File: config.mk
export PLATFORM = sky130hd
export DESIGN_NAME = dnn_output_scoreboard_flat
export DESIGN_NICKNAME = d
export VERILOG_FILES = /design/src/rtl/dnn_output_scoreboard_if.sv /design/src/rtl/dnn_output_scoreboard.sv /design/src/flat_wrapper.sv
export SDC_FILE = /design/constraint.sdc
export NUM_CORES = 1
export LEC_CHECK = 0
export CAP_MARGIN = 20
export CORE_MARGIN = 2
export CORE_UTILIZATION = 53
export CTS_CLUSTER_SIZE = 24
export DETAILED_ROUTE_END_ITERATION = 10
export PLACE_DENSITY = 0.86
export SYNTH_ARGS = -nofsm -noshare
export SYNTH_HDL_FRONTEND = slang
export SYNTH_SLANG_ARGS = --single-unit
File: constraint.sdc
create_clock -name clk -period 2.8 [get_ports clk]
set_clock_uncertainty 0.1 [all_clocks]
set_input_delay 0.7 -clock clk [delete_from_list [all_inputs] [get_ports clk]]
set_output_delay 0.7 -clock clk [all_outputs]
set_load 0.1 [all_outputs]
File: src/rtl/dnn_output_scoreboard_if.sv
// Handshake bundle between the DNN output port and its scoreboard.
// First-error capture signals exist only under SCOREBOARD_FIRST_ERR_EN.
interface dnn_output_scoreboard_if #(
  parameter int out_width = 1,
  parameter int cpc       = 6,
  parameter int win       = 16,
  parameter int cnt_width = 32
) ();
  localparam int CIW = $clog2(cpc);
  localparam int WEW = $clog2(win + 1);

  logic [CIW-1:0]       cycle_index;
  logic [out_width-1:0] a_out;
  logic [out_width-1:0] y_out;
  logic                 case_valid;
  logic                 case_error;
  logic [cnt_width-1:0] num_cases;
  logic [cnt_width-1:0] total_errors;
  logic [WEW-1:0]       window_errors;
  logic                 done;
`ifdef SCOREBOARD_FIRST_ERR_EN
  logic [cnt_width-1:0] first_err_case;
  logic [CIW-1:0]       first_err_idx;
  logic                 first_err_valid;
`endif

  modport master (
    output cycle_index, a_out, y_out,
`ifdef SCOREBOARD_FIRST_ERR_EN
    input  first_err_case, first_err_idx, first_err_valid,
`endif
    input  case_valid, case_error, num_cases,
    input  total_errors, window_errors, done
  );

  modport slave (
    input  cycle_index, a_out, y_out,
`ifdef SCOREBOARD_FIRST_ERR_EN
    output first_err_case, first_err_idx, first_err_valid,
`endif
    output case_valid, case_error, num_cases,
    output total_errors, window_errors, done
  );
endinterface

File: src/rtl/dnn_output_scoreboard.sv
// Per-cycle-block output checker: case verdicts, totals, sliding window.
// Optional first-error capture via SCOREBOARD_FIRST_ERR_EN.
module dnn_output_scoreboard #(
  parameter int out_width   = 1,
  parameter int cpc         = 6,
  parameter int first_valid = 2,
  parameter int win         = 16,
  parameter int max_cases   = 1000,
  parameter int cnt_width   = 32
) (
  input logic clk,
  input logic reset,
  dnn_output_scoreboard_if.slave bus
);
  localparam int CIW = $clog2(cpc);
  localparam int WEW = $clog2(win + 1);
  localparam logic [cnt_width-1:0] MAX_C = cnt_width'(max_cases);
  // done is unreachable when max_cases exceeds the saturated count
  localparam bit DONE_OK = (cnt_width > 62) ||
    (longint'(max_cases) < (longint'(1) << cnt_width));

  logic                 err_acc_q, err_acc_d;
  logic                 case_valid_q, case_valid_d;
  logic                 case_error_q, case_error_d;
  logic [cnt_width-1:0] num_q, num_d;
  logic [cnt_width-1:0] tot_q, tot_d;
  logic [win-1:0]       hist_q, hist_d;
  logic [WEW-1:0]       werr_q, werr_d;
  logic                 done_q, done_d;
  logic                 mism, close, verdict;

  always_comb begin
    mism = (bus.a_out != bus.y_out) &&
           (bus.cycle_index >= CIW'(first_valid));
    close = (bus.cycle_index == CIW'(cpc - 1)) && !done_q;
    verdict = err_acc_q | mism;
    err_acc_d = close ? 1'b0 : verdict;
    case_valid_d = close;
    case_error_d = case_error_q;
    num_d = num_q;
    tot_d = tot_q;
    hist_d = hist_q;
    werr_d = werr_q;
    done_d = done_q;
    if (close) begin
      case_error_d = verdict;
      num_d = (num_q == '1) ? num_q : num_q + 1'b1;
      if (verdict && tot_q != '1)
        tot_d = tot_q + 1'b1;
      hist_d = {hist_q[win-2:0], verdict};
      werr_d = werr_q + WEW'(verdict) - WEW'(hist_q[win-1]);
      done_d = DONE_OK && (num_d == MAX_C);
    end
  end

  always_ff @(posedge clk) begin
    if (reset) begin
      err_acc_q    <= 1'b0;
      case_valid_q <= 1'b0;
      case_error_q <= 1'b0;
      num_q        <= '0;
      tot_q        <= '0;
      hist_q       <= '0;
      werr_q       <= '0;
      done_q       <= 1'b0;
    end else begin
      err_acc_q    <= err_acc_d;
      case_valid_q <= case_valid_d;
      case_error_q <= case_error_d;
      num_q        <= num_d;
      tot_q        <= tot_d;
      hist_q       <= hist_d;
      werr_q       <= werr_d;
      done_q       <= done_d;
    end
  end

  assign bus.case_valid    = case_valid_q;
  assign bus.case_error    = case_error_q;
  assign bus.num_cases     = num_q;
  assign bus.total_errors  = tot_q;
  assign bus.window_errors = werr_q;
  assign bus.done          = done_q;

`ifdef SCOREBOARD_FIRST_ERR_EN
  logic                 fe_valid_q, fe_valid_d;
  logic [cnt_width-1:0] fe_case_q, fe_case_d;
  logic [CIW-1:0]       fe_idx_q, fe_idx_d;

  // case ordinal = closed cases so far plus the one in flight
  always_comb begin
    fe_valid_d = fe_valid_q;
    fe_case_d  = fe_case_q;
    fe_idx_d   = fe_idx_q;
    if (!fe_valid_q && mism) begin
      fe_valid_d = 1'b1;
      fe_case_d  = (num_q == '1) ? num_q : num_q + 1'b1;
      fe_idx_d   = bus.cycle_index;
    end
  end

  always_ff @(posedge clk) begin
    if (reset) begin
      fe_valid_q <= 1'b0;
      fe_case_q  <= '0;
      fe_idx_q   <= '0;
    end else begin
      fe_valid_q <= fe_valid_d;
      fe_case_q  <= fe_case_d;
      fe_idx_q   <= fe_idx_d;
    end
  end

  assign bus.first_err_valid = fe_valid_q;
  assign bus.first_err_case  = fe_case_q;
  assign bus.first_err_idx   = fe_idx_q;
`endif
endmodule
File: src/flat_wrapper.sv
// flat-port wrapper written by rule: the top's interface ports become plain ports
module dnn_output_scoreboard_flat 
#(
  parameter int out_width   = 1,
  parameter int cpc         = 6,
  parameter int first_valid = 2,
  parameter int win         = 16,
  parameter int max_cases   = 1000,
  parameter int cnt_width   = 32
)
  (clk, reset, bus_cycle_index, bus_a_out, bus_y_out, bus_case_valid, bus_case_error, bus_num_cases, bus_total_errors, bus_window_errors, bus_done);
  dnn_output_scoreboard_if #(.out_width(out_width), .cpc(cpc), .win(win), .cnt_width(cnt_width)) bus_i ();
  input logic clk;
  input logic reset;
  input wire logic [$bits(bus_i.cycle_index)-1:0] bus_cycle_index;
  input wire logic [$bits(bus_i.a_out)-1:0] bus_a_out;
  input wire logic [$bits(bus_i.y_out)-1:0] bus_y_out;
  output wire logic [$bits(bus_i.case_valid)-1:0] bus_case_valid;
  output wire logic [$bits(bus_i.case_error)-1:0] bus_case_error;
  output wire logic [$bits(bus_i.num_cases)-1:0] bus_num_cases;
  output wire logic [$bits(bus_i.total_errors)-1:0] bus_total_errors;
  output wire logic [$bits(bus_i.window_errors)-1:0] bus_window_errors;
  output wire logic [$bits(bus_i.done)-1:0] bus_done;
  assign bus_i.cycle_index = bus_cycle_index;
  assign bus_i.a_out = bus_a_out;
  assign bus_i.y_out = bus_y_out;
  assign bus_case_valid = bus_i.case_valid;
  assign bus_case_error = bus_i.case_error;
  assign bus_num_cases = bus_i.num_cases;
  assign bus_total_errors = bus_i.total_errors;
  assign bus_window_errors = bus_i.window_errors;
  assign bus_done = bus_i.done;
  dnn_output_scoreboard #(.out_width(out_width), .cpc(cpc), .first_valid(first_valid), .win(win), .max_cases(max_cases), .cnt_width(cnt_width)) u_core (.clk(clk), .reset(reset), .bus(bus_i));
endmodule
Word-level counts from Yosys, hierarchy flattened. Index checks and enable logic that the tools add are counted.

Flip-flop bits (word level): 89. Latch bits: 0. Bits in writable memories: 0. Memory bits (read-only): 0. Output and inout bits: 72. Memories: 0.

Add/sub/neg operators: 4. $mul: 0. Divide/modulo/power cells: 0. Magnitude comparators: 1. Equal/unequal tests: 5. Shifts and indexed selects: 0. Mux-type cells: 1. Bitwise operators: 1. Reductions and logical operators: 6.

Operator list (number): $add A32 B1 Y32 const B (2); $eq A32 B10 Y1 const B (1); $eq A32 B32 Y1 const B (1); $mux W32 (1); $ne A32 B32 Y1 const B (1); $add A5 B1 Y5 (1); $sub A5 B1 Y5 (1); $eq A3 B3 Y1 const B (1); $ge A3 B2 Y1 const B (1); $logic_and A1 B1 Y1 (3); $reduce_and A2 Y1 (1); $reduce_or A2 Y1 (1); $logic_not A1 Y1 (1); $ne A1 B1 Y1 (1); $or A1 B1 Y1 (1).

Logic depth before layout (Yosys ltp). Gate-level depths: netlist of run 1.

Depth after elaboration: 5. Gate-level depth with buffers: 12.

Worst setup path after synthesis of run 1. Ideal clock, no wire load.

Kind: reg2reg. Start: register u_core.num_q[1], in the netlist u_core.bus.num_cases[1]. End: register u_core.done_q, in the netlist u_core.bus.done. Arrival: 3.087 ns. Required time: 2.616 ns. Slack: -0.472 ns. Cell stages (with the launch flop): 10. Path buffers: 0. Path through: dfxtp_1 ha_1 nand3_1 nor2_1 nand3_1 nor4_1 xor2_1 nor4_1 o2111ai_1 o31ai_2.

Word-level cells in the longest chain between the ends: 3.

Ends and longest elaborated chain: from (decl) (line dnn_output_scoreboard.sv:25) `logic [cnt_width-1:0] num_q, num_d;`; from (signal assigned) (line dnn_output_scoreboard.sv:70) `num_q <= num_d;`; $add A32 B1 Y32 or $eq A32 B32 Y1 (tied branches) (line dnn_output_scoreboard.sv:47) `num_d = (num_q == '1) ? num_q : num_q + 1'b1;`; $mux W32 (*) (line dnn_output_scoreboard.sv:47); $eq A32 B10 Y1 (*) (line dnn_output_scoreboard.sv:52) `done_d = DONE_OK && (num_d == MAX_C);`; to (signal assigned) (line dnn_output_scoreboard.sv:74) `done_q <= done_d;`; to (decl) (line dnn_output_scoreboard.sv:29) `logic done_q, done_d;`.

Every way passes the cells marked *; elsewhere a longest branch is shown, timed or not. A chain may end at the register's enable or synchronous reset.

Worst setup path in the final report of run 1.
Start: register u_core.num_q[0], in the netlist u_core.bus.num_cases[0]. End: register u_core.done_q, in the netlist u_core.bus.done.

The elaborated chain is that of the path after synthesis.

==> results of run 1 <==
==> Yosys cell counts (4+ instances only) <==
master                     number
sky130_fd_sc_hd__nor2_1        82
sky130_fd_sc_hd__a21oi_1       30
sky130_fd_sc_hd__xnor2_1       29
sky130_fd_sc_hd__and2_1         7
sky130_fd_sc_hd__xor2_1        40
sky130_fd_sc_hd__ha_1           7
sky130_fd_sc_hd__and4_1         7
sky130_fd_sc_hd__and3_1        10
sky130_fd_sc_hd__nor3_1        11
sky130_fd_sc_hd__nand3_1       33
sky130_fd_sc_hd__nand2_1       80
sky130_fd_sc_hd__buf_2          4
sky130_fd_sc_hd__a31oi_1        4
sky130_fd_sc_hd__clkbuf_1      22
sky130_fd_sc_hd__nand4_1       16
sky130_fd_sc_hd__or2_2          7
sky130_fd_sc_hd__dfxtp_1       88
sky130_fd_sc_hd__nand3b_1       6
sky130_fd_sc_hd__o21ai_0       13
sky130_fd_sc_hd__nor4_1         5
sky130_fd_sc_hd__inv_1         12
sky130_fd_sc_hd__or3_1          6
==> area by class of cell <==
class,instances,area (sq um)
Fill cell,655,2670
Clock buffer,9,123.9
Timing Repair Buffer,101,790.8
Tap cell,105,131.4
Clock inverter,7,101.3
Inverter,12,45.04
Multi-Input combinational cell,430,2585
Sequential cell,88,1810
==> final timing paths <==
check	endpoint	slack, ps	cells after the start
setup reg to reg	u_core.bus.done	150	9
hold / removal	u_core.hist_q[10]	350	2
setup / recovery	u_core.bus.done	150	9
hold reg to reg	u_core.hist_q[10]	350	2
==> power groups by stage <==
stage | Sequential (mW) | Clock (mW) | Combinational (mW)
after CTS | 1.27 | 1.02 | 0.159
after global routing | 1.27 | 1.07 | 0.175
final | 1.27 | 1.01 | 0.163
after global placement | 1.29 | 0 | 0.154
after floorplan | 1.33 | 0 | 0.0713
after detailed placement | 1.29 | 0 | 0.158
==> repair_timing <==
| item | in CTS | in global routing |
|---|---|---|
| setup endpoints to repair | 1 | 2 |
| pin swaps | 0 | 8 |
| gates resized for setup | 1 | 7 |
| buffers inserted | 0 | 3 |
| cloned | 0 | 0 |
==> tightest hold or removal path, delay by kind of cell, from the launching register on <==
kind | cells | cell delay, ps
compound gates | 1 | 50
flops | 1 | 320
simple gates | 1 | 50
==> layer usage <==
| metal | vias to the layer above | global-route usage | wire, microns |
|---|---|---|---|
| met5 | - | 0 | 0 |
| met4 | 0 | 0.08685 | 217 |
| met3 | 19 | 0.04810 | 727 |
| met2 | 149 | 0.4097 | 5278 |
| met1 | 1948 | 0.3029 | 4711 |
| li1 | 2072 | - | - |
==> metrics by stage <==
step / std cells / area (sq um)
2_1_floorplan: 562 / 4582
3_3_place_gp: 733 / 5323
3_5_place_dp: 733 / 5323
4_1_cts: 749 / 5550
5_1_grt: 752 / 5588
6_report: 752 / 5588
==> sequential cells by signal (all words and copies together) (netlist names) <==
register and flops:
u_core.bus.case_valid 1, u_core.bus.done 1, u_core.bus.num_cases 32, u_core.bus.total_errors 32, u_core.bus.window_errors 5, u_core.err_acc_q 1
u_core.hist_q 16
==> placed cells by master, fill, tap and decap left out, types with 4 or more instances in the layout <==
| cell type | synthesis | layout |
|---|---|---|
| sky130_fd_sc_hd__buf_4 | 0 | 94 |
| sky130_fd_sc_hd__nor2_1 | 82 | 81 |
| sky130_fd_sc_hd__nand2_1 | 80 | 80 |
| sky130_fd_sc_hd__dfxtp_1 | 88 | 49 |
| sky130_fd_sc_hd__xor2_1 | 40 | 40 |
| sky130_fd_sc_hd__dfxtp_2 | 0 | 39 |
| sky130_fd_sc_hd__nand3_1 | 33 | 33 |
| sky130_fd_sc_hd__a21oi_1 | 30 | 30 |
| sky130_fd_sc_hd__xnor2_1 | 29 | 29 |
| sky130_fd_sc_hd__nand4_1 | 16 | 16 |
| sky130_fd_sc_hd__o21ai_0 | 13 | 13 |
| sky130_fd_sc_hd__inv_1 | 12 | 11 |
| sky130_fd_sc_hd__and3_1 | 10 | 10 |
| sky130_fd_sc_hd__nor3_1 | 11 | 10 |
| sky130_fd_sc_hd__clkbuf_8 | 1 | 9 |
| sky130_fd_sc_hd__and2_1 | 7 | 7 |
| sky130_fd_sc_hd__and4_1 | 7 | 7 |
| sky130_fd_sc_hd__or2_2 | 7 | 7 |
| sky130_fd_sc_hd__or3_1 | 6 | 6 |
| sky130_fd_sc_hd__nand3b_1 | 6 | 6 |
| sky130_fd_sc_hd__ha_1 | 7 | 6 |
| sky130_fd_sc_hd__nor4_1 | 5 | 5 |
| sky130_fd_sc_hd__a31oi_1 | 4 | 4 |
| sky130_fd_sc_hd__dlymetal6s2s_1 | 0 | 4 |
==> cells by family (layout without fill, tap and decap cells) <==
logic type | after synthesis | count (layout) | synth area share
AO/OA/AOI/OAI | 67 | 67 | 0.09467
XOR/XNOR | 69 | 69 | 0.1333
multiplexers | 2 | 2 | 0.004692
AND/OR/NAND/NOR | 284 | 284 | 0.3111
flip-flops | 88 | 88 | 0.3886
adder cells (fa/ha/maj) | 8 | 8 | 0.02374
buffers and inverters | 44 | 129 | 0.04388
==> results.toml, run 1 <==
[synth]
synthDistinctLibCells = 53
synth_enable_flop_cells = 0
synth_top_area_cell = "sky130_fd_sc_hd__dfxtp_1"
synth.top_cells.by_area = "sky130_fd_sc_hd__dfxtp_1 (39%), sky130_fd_sc_hd__xor2_1 (7.7%), sky130_fd_sc_hd__nor2_1 (6.8%)"
synth_top_cell_area_share = 0.3886
mappedNetlistArea_sq_um = 4533
synthesis.nets = 577
synth_ff_type = "sky130_fd_sc_hd__dfxtp_1"
synth_warnings = 0
seq_area_frac_synth = 0.3886
yosys_register_bits = 88
syn_avg_cell_area_sq_um = 8.066
synthesis.instances = 562
ffs_w_async_s_r_synth = 0

[worst_hold_path]
min_path_type = "reg2reg"
min-delay-start = "u_core.hist_q[9]"

[worst_setup_path]
crit_path_start_kind = "register"
cp_max_fo = 9
critPathLaunch = "u_core.bus.num_cases[0]"
data_required_time_of_the_worst_path_ps = 2980
critical_path.reg2reg.startpoint = "u_core.bus.num_cases[0]"
critical_path.endpoint_type = "register"
worstSetupPathType = "reg2reg"
crit_chain = "ha_1 -> nand3_1 -> nor2_2 -> nand3_1 -> nor4_1 -> xor2_1 -> nor4_1 -> o2111ai_1 -> o31ai_2"
crit_path_max_incr_delay_ps = 440
slowest_library_cell_on_the_worst_path = "sky130_fd_sc_hd__dfxtp_2"
gate_family_responsible_for_the_most_delay_along_the_worst_path = "simple AND/OR/NAND/NOR gates"
worst-endpoint-arrival_ps = 2830
worst-path-buf-inv = 0

[global_route]
grt_start_max_net_pins = 95
grt_pass1_wl_mm = 17.91
global_route.usage.total = 0.2408
globalRouteOverflowTotal = 0
first_global_vias = 3811
antenna_found_initial = 0

[place]
gp_routability_congestion = 0.9349
portBuffers = 78
hpwl_mm = 7.787
dpl_worst_slack_ps = -382.7

[routing]
via_count = 4188
post_drt_via_cell_ratio = 5.569
drtAntennaViolNets = 0
drtIter0Drc = 237
wl_per_cell_microns = 14.54
drt_pre_antenna_iters = 5
drcViolationCount = 0
detail_route.wirelength_mm = 10.93

[clock_tree]
worst_setup_hold_path_clk_slew_ps = 100
cts_hold_repair.buffers = 0
clock_sink_count = 88
clock_tree.root_cell = "sky130_fd_sc_hd__clkbuf_8"
clock_tree.buffer_depth = 2
worst_skew_pair.late_latency_ps = 370
ctsHtreeMaxLevel = 3
cts_tree = "yes"
cts_buffers = 9

[die]
die_y_microns = 96.48
row_count = 33
ios = 79
core_area_sq_um = 8258
initial_utilization = 0.5489
design.die.area_sq_um = 9308
die_x_microns = 96.48

[run_status]
run_status = "finished, final reports clean"

[timing]
postLayoutSetupSlackWorst_ps = 152.5
tns_ps = 0
timing.final.max_slew_violations = 0
rsz0062_at_grt = "no"
layout_min_cycle_time_ps = 2647
timing_worst_slew_pin_value_ps = 559.3
worst_hold_slack_ps = 350.7
max-slew-margin-rel = 0.6219
max_freq_mhz = 377.7
final_hold_viol_count = 0
final.period_utilization = 0.9455
setup_viol = 0

[pwr]
p_leak_nw = 2.147
irDropWorstVdd_mv = 0.2788
switching_share = 0.2491
cellInternalPower_mw = 1.828
power_density_nw_per_um2 = 435.6
p_sw_uw = 606.3
combinationalPowerShare = 0.067
share_clk_of_total_power = 0.413
power.sequential.fraction = 0.520
power.total_mw = 2.434

[layout]
n_antenna_cell = 0
syn_to_final_growth_pct = 23.27
drive_gt1_frac = 0.2705
finalCoreUtilization = 0.6767
finish.net_count = 657

[run]
timing.max_cap.violations = 0
No activity file was read; power rests on OpenSTA's default activity.
==> run 2: changes to the inputs <==
--- a/config.mk
+++ b/config.mk
@@ -10,6 +10,7 @@
 export CORE_UTILIZATION = 53
 export CTS_CLUSTER_SIZE = 24
 export DETAILED_ROUTE_END_ITERATION = 10
+export MAX_ROUTING_LAYER = met4
 export PLACE_DENSITY = 0.86
 export SYNTH_ARGS = -nofsm -noshare
 export SYNTH_HDL_FRONTEND = slang
==> results.toml, run 2 (synthesized netlist as in run 1, its figures left out) <==
[run_status]
run_status = "finished, final reports clean"

[clock_tree]
cts_tree = "yes"
clock_tree.root_cell = "sky130_fd_sc_hd__clkbuf_8"
worst_setup_hold_path_clk_slew_ps = 80
clock_tree.buffer_depth = 2
clock_sink_count = 88
ctsHtreeMaxLevel = 3
worst_skew_pair.late_latency_ps = 370
post-cts-setup-buffer-count = 0
cts_buffers = 9

[die]
initial_utilization = 0.5489
die_y_microns = 96.48
core_area_sq_um = 8258
ios = 79
row_count = 33
design.die.area_sq_um = 9308
die_x_microns = 96.48

[pwr]
irDropWorstVdd_mv = 0.2431
p_leak_nw = 2.103
power_density_nw_per_um2 = 404.2
power.total_mw = 2.240

[run]
timing.max_cap.violations = 0

[timing]
final.period_utilization = 0.9767
timing.final.max_slew_violations = 0
final_hold_viol_count = 0
rsz0062_at_grt = "no"
postLayoutSetupSlackWorst_ps = 65.15
worst_hold_slack_ps = 355.7
setup_viol = 0
max-slew-margin-rel = 0.6150
layout_min_cycle_time_ps = 2735
max_freq_mhz = 365.7
tns_ps = 0
timing_worst_slew_pin_value_ps = 569.4

[routing]
drcViolationCount = 0
via_count = 4138
post_drt_via_cell_ratio = 5.517
detail_route.wirelength_mm = 10.72
drtIter0Drc = 237
drt_pre_antenna_iters = 4
drtAntennaViolNets = 0
wl_per_cell_microns = 14.29

[global_route]
global_route.usage.total = 0.2486
grt_pass1_wl_mm = 17.81
grt_start_max_net_pins = 95
first_global_vias = 3786
globalRouteOverflowTotal = 0
antenna_found_initial = 0

[worst_hold_path]
min_path_type = "reg2reg"

[place]
placed_cell_area_sq_um = 5330
hpwl_mm = 7.743
gp_routability_congestion = 0.9374
portBuffers = 78
dp_cells = 734
dpl_worst_slack_ps = -365.8

[layout]
finish.net_count = 655
finalCoreUtilization = 0.6712
drive_gt1_frac = 0.2698
syn_to_final_growth_pct = 22.27
n_antenna_cell = 0
final-instance-count-excl-fill = 750
layout.cells.most_common = "sky130_fd_sc_hd__buf_4"
layout_common_cells = "sky130_fd_sc_hd__buf_4 (92), sky130_fd_sc_hd__nor2_1 (81), sky130_fd_sc_hd__nand2_1 (80), sky130_fd_sc_hd__dfxtp_1 (49), sky130_fd_sc_hd__xor2_1 (40)"
finalInstanceArea_sq_um = 5543

[worst_setup_path]
crit_path_start_kind = "input pin"
critical_path.endpoint_type = "register"
cp_max_fo = 4
data_required_time_of_the_worst_path_ps = 2980
worstSetupPathType = "in2reg"
worst-endpoint-arrival_ps = 2920
[run 2: changes by cell type in the layout (fill, tap and decap cells not counted), moves of 2 or more]
cell                        before  now
sky130_fd_sc_hd__buf_4          94   92
sky130_fd_sc_hd__bufinv_16       2    0
sky130_fd_sc_hd__clkinv_4        0    3
sky130_fd_sc_hd__inv_6           2    0
[run 2: cell type report]
cell class	count	area [sq um]
clock inverter	7	57.56
sequential	88	1810
timing repair buffer	99	773.2
multi-input combinational	430	2601
inverter	12	45.04
clock buffer	9	123.9
tap	105	131.4
fill	686	2715
[run 2: timing repair]
item / CTS / global route
hold buffers: 0 / 0
gates resized for setup: 0 / 9
setup endpoints to repair: 0 / 2
[run 2: critical path, cell delays in order]
cell                              delay, ps
sky130_fd_sc_hd__clkdlybuf4s50_1        470
sky130_fd_sc_hd__nand2_1                 70
sky130_fd_sc_hd__or3_1                  420
sky130_fd_sc_hd__nor3_1                 330
sky130_fd_sc_hd__o2111a_1               250
sky130_fd_sc_hd__o2111ai_1              110
sky130_fd_sc_hd__a21oi_1                190
sky130_fd_sc_hd__o2111ai_1              190
sky130_fd_sc_hd__o31ai_2                190
[run 2: worst paths after layout]
| check | start | to | cells past startpoint | slack, ps |
|---|---|---|---|---|
| worst min-delay path | u_core.hist_q[10] | u_core.hist_q[11] | 2 | 360 |
| worst min register to register | u_core.hist_q[10] | u_core.hist_q[11] | 2 | 360 |
| worst max-delay path | bus_cycle_index[2] | u_core.bus.done | 9 | 70 |
| worst max register to register | u_core.bus.num_cases[0] | u_core.bus.done | 9 | 180 |
[run 2: power by group]
| group | switching [mW] | internal (mW) | total [mW] | leakage (nW) |
|---|---|---|---|---|
| combinational | 0.105 | 0.0554 | 0.161 | 1.29 |
| sequential | 0.00767 | 1.26 | 1.26 | 0.729 |
| clock | 0.484 | 0.331 | 0.815 | 0.0873 |
| total | 0.597 | 1.64 | 2.24 | 2.10 |
[run 2: routing by layer]
layer / vias up / global-route usage / share of wire
li1: 2067 / - / -
met2: 99 / 0.4091 / 0.48
met4: 0 / 0.06103 / 0.014
met3: 13 / 0.06439 / 0.058
met5: - / - / 0
met1: 1959 / 0.3064 / 0.45
